**src/rtl/column_serializer_if.sv**
```systemverilog
`default_nettype none
// ------------------------------------------------------------------------
// column_serializer_if : framebuffer <-> column serializer signal bundle
// Rev 1.0
// ------------------------------------------------------------------------
interface column_serializer_if #(
  parameter int N_DRIVERS = 16,
  parameter int BITS      = 24,
  parameter int MUX       = 8
);
  localparam int CW = (MUX > 1) ? $clog2(MUX) : 1;

  logic                      clk_enable;
  logic [N_DRIVERS*BITS-1:0] data_in;
  logic                      driver_SOF;
  logic                      EOC;
  logic [N_DRIVERS-1:0]      sout;
  logic                      sclk_en;
  logic                      lat;
  logic [CW-1:0]             col_idx;
  logic                      busy;

  // master = framebuffer side, slave = serializer side
  modport master (
    output clk_enable, data_in, driver_SOF,
    input  EOC, sout, sclk_en, lat, col_idx, busy
  );

  modport slave (
    input  clk_enable, data_in, driver_SOF,
    output EOC, sout, sclk_en, lat, col_idx, busy
  );
endinterface
`default_nettype wire

```
**src/rtl/column_serializer.sv**
```systemverilog
`default_nettype none
// ------------------------------------------------------------------------
// column_serializer : shifts one column per driver lane MSB-first, then latches
// Rev 1.0
// ------------------------------------------------------------------------
module column_serializer #(
  parameter int N_DRIVERS = 16,
  parameter int BITS      = 24,
  parameter int MUX       = 8
) (
  input  wire logic           clk,
  input  wire logic           nrst,
  column_serializer_if.slave  bus
);
  localparam int CW = (MUX > 1) ? $clog2(MUX) : 1;
  localparam int BW = (BITS > 1) ? $clog2(BITS) : 1;
  localparam int W  = N_DRIVERS * BITS;

  typedef enum logic [2:0] {
    IDLE   = 3'd0,
    LOAD   = 3'd1,
    SHIFT  = 3'd2,
    LATCH  = 3'd3,
    EOC_ST = 3'd4
  } state_t;

  state_t          state_q, state_d;
  logic [BW-1:0]   bit_cnt_q, bit_cnt_d;
  logic [CW-1:0]   col_idx_q, col_idx_d;
  logic [W-1:0]    shreg_q, shreg_d;

  logic [W-1:0]          w_shifted;
  logic [N_DRIVERS-1:0]  w_msb;

  // Each lane shifts independently within its own BITS-wide word.
  for (genvar d = 0; d < N_DRIVERS; d++) begin : g_lane
    assign w_shifted[BITS*d +: BITS] = {shreg_q[BITS*d +: BITS-1], 1'b0};
    assign w_msb[d]                  = shreg_q[BITS*d + BITS - 1];
  end

  always_ff @(posedge clk or negedge nrst) begin
    if (!nrst) begin
      state_q   <= IDLE;
      bit_cnt_q <= '0;
      col_idx_q <= '0;
      shreg_q   <= '0;
    end else begin
      state_q   <= state_d;
      bit_cnt_q <= bit_cnt_d;
      col_idx_q <= col_idx_d;
      shreg_q   <= shreg_d;
    end
  end

  always_comb begin
    state_d   = state_q;
    bit_cnt_d = bit_cnt_q;
    col_idx_d = col_idx_q;
    shreg_d   = shreg_q;
    if (bus.clk_enable) begin
      // A start-of-frame restarts from column 0 regardless of the current phase.
      if (bus.driver_SOF) begin
        state_d   = LOAD;
        col_idx_d = '0;
        bit_cnt_d = '0;
      end else begin
        case (state_q)
          IDLE: ;
          LOAD: begin
            shreg_d   = bus.data_in;
            bit_cnt_d = '0;
            state_d   = SHIFT;
          end
          SHIFT: begin
            shreg_d = w_shifted;
            if (bit_cnt_q == BW'(BITS - 1)) begin
              state_d = LATCH;
            end else begin
              bit_cnt_d = bit_cnt_q + BW'(1);
            end
          end
          LATCH: state_d = EOC_ST;
          EOC_ST: begin
            if (col_idx_q == CW'(MUX - 1)) begin
              state_d   = IDLE;
              col_idx_d = '0;
            end else begin
              col_idx_d = col_idx_q + CW'(1);
              state_d   = LOAD;
            end
          end
          default: state_d = IDLE;
        endcase
      end
    end
  end

  assign bus.sout    = (state_q == SHIFT) ? w_msb : '0;
  assign bus.sclk_en = (state_q == SHIFT);
  assign bus.lat     = (state_q == LATCH);
  assign bus.EOC     = (state_q == EOC_ST);
  assign bus.busy    = (state_q != IDLE);
  assign bus.col_idx = col_idx_q;

endmodule
`default_nettype wire

```
**src/flat_wrapper.sv**
```systemverilog
// flat-port wrapper written by rule: the top's interface ports become plain ports
module column_serializer_flat 
#(
  parameter int N_DRIVERS = 16,
  parameter int BITS      = 24,
  parameter int MUX       = 8
)
  (clk, nrst, bus_clk_enable, bus_data_in, bus_driver_SOF, bus_EOC, bus_sout, bus_sclk_en, bus_lat, bus_col_idx, bus_busy);
  column_serializer_if #(.N_DRIVERS(N_DRIVERS), .BITS(BITS), .MUX(MUX)) bus_i ();
  input  wire logic clk;
  input  wire logic nrst;
  input wire logic [$bits(bus_i.clk_enable)-1:0] bus_clk_enable;
  input wire logic [$bits(bus_i.data_in)-1:0] bus_data_in;
  input wire logic [$bits(bus_i.driver_SOF)-1:0] bus_driver_SOF;
  output wire logic [$bits(bus_i.EOC)-1:0] bus_EOC;
  output wire logic [$bits(bus_i.sout)-1:0] bus_sout;
  output wire logic [$bits(bus_i.sclk_en)-1:0] bus_sclk_en;
  output wire logic [$bits(bus_i.lat)-1:0] bus_lat;
  output wire logic [$bits(bus_i.col_idx)-1:0] bus_col_idx;
  output wire logic [$bits(bus_i.busy)-1:0] bus_busy;
  assign bus_i.clk_enable = bus_clk_enable;
  assign bus_i.data_in = bus_data_in;
  assign bus_i.driver_SOF = bus_driver_SOF;
  assign bus_EOC = bus_i.EOC;
  assign bus_sout = bus_i.sout;
  assign bus_sclk_en = bus_i.sclk_en;
  assign bus_lat = bus_i.lat;
  assign bus_col_idx = bus_i.col_idx;
  assign bus_busy = bus_i.busy;
  column_serializer #(.N_DRIVERS(N_DRIVERS), .BITS(BITS), .MUX(MUX)) u_core (.clk(clk), .nrst(nrst), .bus(bus_i));
endmodule
```
**config.mk**
```make
export PLATFORM = sky130hd
export DESIGN_NAME = column_serializer_flat
export DESIGN_NICKNAME = d
export VERILOG_FILES = /design/src/rtl/column_serializer_if.sv /design/src/rtl/column_serializer.sv /design/src/flat_wrapper.sv
export SDC_FILE = /design/constraint.sdc
export NUM_CORES = 1
export LEC_CHECK = 0
export CORE_AREA = 2 2 193 195
export DETAILED_ROUTE_END_ITERATION = 6
export DIE_AREA = 0 0 195 197
export PLACE_DENSITY_LB_ADDON = 0.2
export SYNTH_ARGS = -nofsm -noshare
export SYNTH_HDL_FRONTEND = slang
export SYNTH_SLANG_ARGS = --single-unit
```
**constraint.sdc**
```tcl
create_clock -name clk -period 2.3 [get_ports clk]
set_clock_uncertainty 0.05 [all_clocks]
set_input_delay 0.46 -clock clk [delete_from_list [all_inputs] [get_ports clk]]
set_output_delay 0.46 -clock clk [all_outputs]
set_load 0.05 [all_outputs]
```
==> out/metrics.cfg <==
[synthesis]
synth_area_leaders = dfrtp_1 55%, nand2_1 16%, a31oi_1 13%
postSynth.asyncResetShare_pct = 100
synth_edf_count = 0
synth-seq-cells = 395
avgSynthCellArea_um2 = 8.27
synthFlopType = dfrtp_1
syn_nets = 2560
postSynthCellCount = 2169
yosys_warnings = 0
synth.distinct_cells = 35
synth_top_area_cell = dfrtp_1
yosysSeqAreaShare_pct = 55.1
yosysTopAreaCellShare_pct = 55.1
netlist_area_um2 = 17900

[clock_network]
cts_tree = built
path_clk_slew_ps = 60
h-tree-depth = 2
cts-root-buf = clkbuf_16
clock_latency_ps = 530
cts_buffer_depth = 3
cts_buffers = 42
clock-sinks = 395

[worst_setup_path]
ff2ff_path_depth = 7
rr_endpoint = u_core.shreg_q[91]
rrSetupSlack_ps = 170
r2r_start = u_core.state_q[1]
crit_type = reg -> out
startpoint_type = register
required_ps = 1790
timing.critical_path.arrival_ps = 1880
setup.worst_path.end_class = output port
crit_path_max_fanout = 5

[finish]
final_area_um2 = 24300
layout-drive-gt1-share_pct = 7.13
area_delta_synth_final_pct = 35.3
nNetsFinal = 2919
final_cells = 3029
fillers = 2913

[detailed_routing]
wl_per_cell_um = 16.8
vias_per_cell = 5.47
first_pass_iters = 6
wl_mm = 50.8
drc = 0
vias = 16600
antenna_left = 0
first_iter_violations = 1250

[outcome]
failed_checks = setup timing
status = finished with violations

[sta]
max_freq_mhz = 419
finalSetupViolations = 17
setup_slack_ps = -86.0
rsz0062_at_grt = true
relSlewSlack_pct = 61.5
period_minus_slack_ps = 2390
hold_viol = 0
drv_slew = 0
worst_pin_slew_ps = 578
whs_ps = 413
final.period_utilization_pct = 104

[hold_path]
hold_path_class = reg -> reg
hold_end = u_core.shreg_q[288]
whs_path_depth = 2
hold_start = u_core.shreg_q[288]

[power_and_ir_drop]
power_mw = 24.4
p_per_area_nw_per_um2 = 1000
ir_worst_vdd_mv = 0.826
p_leak_nw = 10.4

[placed_design]
place_area_um2 = 22700
portBuffers = 410
place_ws_ps = 5.26
place_inst = 2939
dp_hpwl_mm = 33.2
gp_congestion = 0.841

[floorplanning]
die_w_um = 195
die-height_um = 197
die_area_um2 = 38400
core_area_um2 = 36300
fp-row-count = 70
start_util_pct = 49.5
pin_count = 411

[global_route]
grt_overflow_total = 0
grt_pass1_wl_mm = 79.9
grt_pass1_vias = 15800
grt_max_degree = 188
track_usage_pct = 25.7
antenna_found_initial = 7

[run]
cap_violations = 0

==> layout make-up <==
type | instances | area [um2] | area share [%]
diodes | 7 | 17.5 | 0.0722
clock buffers | 63 | 1270 | 5.25
clock inverters | 7 | 60.1 | 0.247
inverters | 7 | 52.6 | 0.216
multi-input cells | 1592 | 7170 | 29.5
flip-flops and latches | 395 | 9880 | 40.7
well taps | 468 | 586 | 2.41
repair buffers | 487 | 5170 | 21.3
repair inverters | 3 | 62.6 | 0.258
==> report_power, final <==
group	switching [mW]	internal, mW	total, mW
sequential	1.65	9.91	11.6
combinational	3.26	2.98	6.25
clock	2.67	3.91	6.58
==> repair_timing <==
item	CTS	global route
endpoints found under the hold margin	52	0
hold buffers	1	0
gates resized for setup	25	2
gates cloned	3	2
endpoints found under the setup margin	18	79
pin swaps	17	1
buffers inserted	7	0
==> placed cells by master, fill, tap and decap left out, types with 3 or more instances in the layout <==
cell,Yosys,final
and2_4,0,16
dfrtp_1,395,395
ha_1,3,3
nand3_1,21,21
buf_12,0,35
inv_1,6,5
clkinv_2,1,6
or3_1,3,3
clkbuf_1,37,10
a31oi_1,370,370
nor2_1,373,373
clkdlybuf4s50_1,0,388
clkbuf_8,0,8
clkbuf_16,0,47
nand2_1,775,775
buf_4,25,54
diode_2,0,7
o21ai_0,4,4
o22ai_1,3,3
nand2b_1,3,3
==> cell usage after synthesis, drive strengths merged (3+ instances only) <==
| cell type | number |
|---|---|
| a31oi | 370 |
| and2 | 16 |
| buf | 138 |
| clkbuf | 37 |
| dfrtp | 395 |
| ha | 3 |
| inv | 6 |
| nand2 | 775 |
| nand2b | 3 |
| nand3 | 21 |
| nor2 | 373 |
| o21ai | 5 |
| o22ai | 3 |
| or3 | 3 |
==> routing by layer <==
layer	share of wire (%)	GRT usage, %	wire length, um
met5	0	0	0
met4	3.8	12.4	1950
met3	6.8	4.48	3460
met2	47	40.7	24100
met1	42	34.6	21400
==> cells by family after synthesis <==
kind of cell    Yosys count  synth area share, %
compound gates          384                 13.4
xor+xnor                  1               0.0488
fa+ha+maj                 3                0.209
buf+inv                 182                 5.26
flops                   395                 55.1
mux                       2                0.112
simple gates           1202                 25.9
==> worst max-delay path, stage by stage, from the launching register on <==
cell and delay [ps]:
dfrtp_1 370, or3b_4 400, buf_12 170, clkinv_8 90, and2_4 160, buf_12 130
==> worst max-delay path by stage <==
stage | endpoint | slack (ps) | from | depth (start not counted)
floorplan | bus_sout[0] | 90 | u_core.state_q[0] | 5
global placement | u_core.shreg_q[323] | 50 | bus_driver_SOF | 7
detailed placement | u_core.shreg_q[315] | 5 | bus_driver_SOF | 7
CTS | bus_sout[12] | -100 | u_core.state_q[0] | 5
global route | bus_sout[9] | -120 | u_core.state_q[0] | 5
finish | bus_sout[9] | -90 | u_core.state_q[0] | 5
==> flip-flops by register name, indices dropped and copies added, names as in the netlist <==
register / flops
u_core.bus.col_idx: 3
u_core.bit_cnt_q: 5
u_core.shreg_q: 384
u_core.state_q: 3
==> metrics by stage <==
| step | util, % | TNS (ps) |
|---|---|---|
| after global routing | 66.9 | -1830 |
| after floorplan | - | 0 |
| final | 66.9 | -1070 |
| after global placement | 62.5 | 0 |
| after CTS | 66.7 | -1390 |
| after detailed placement | 62.5 | 0 |
Power figures use the tool's default switching activity.
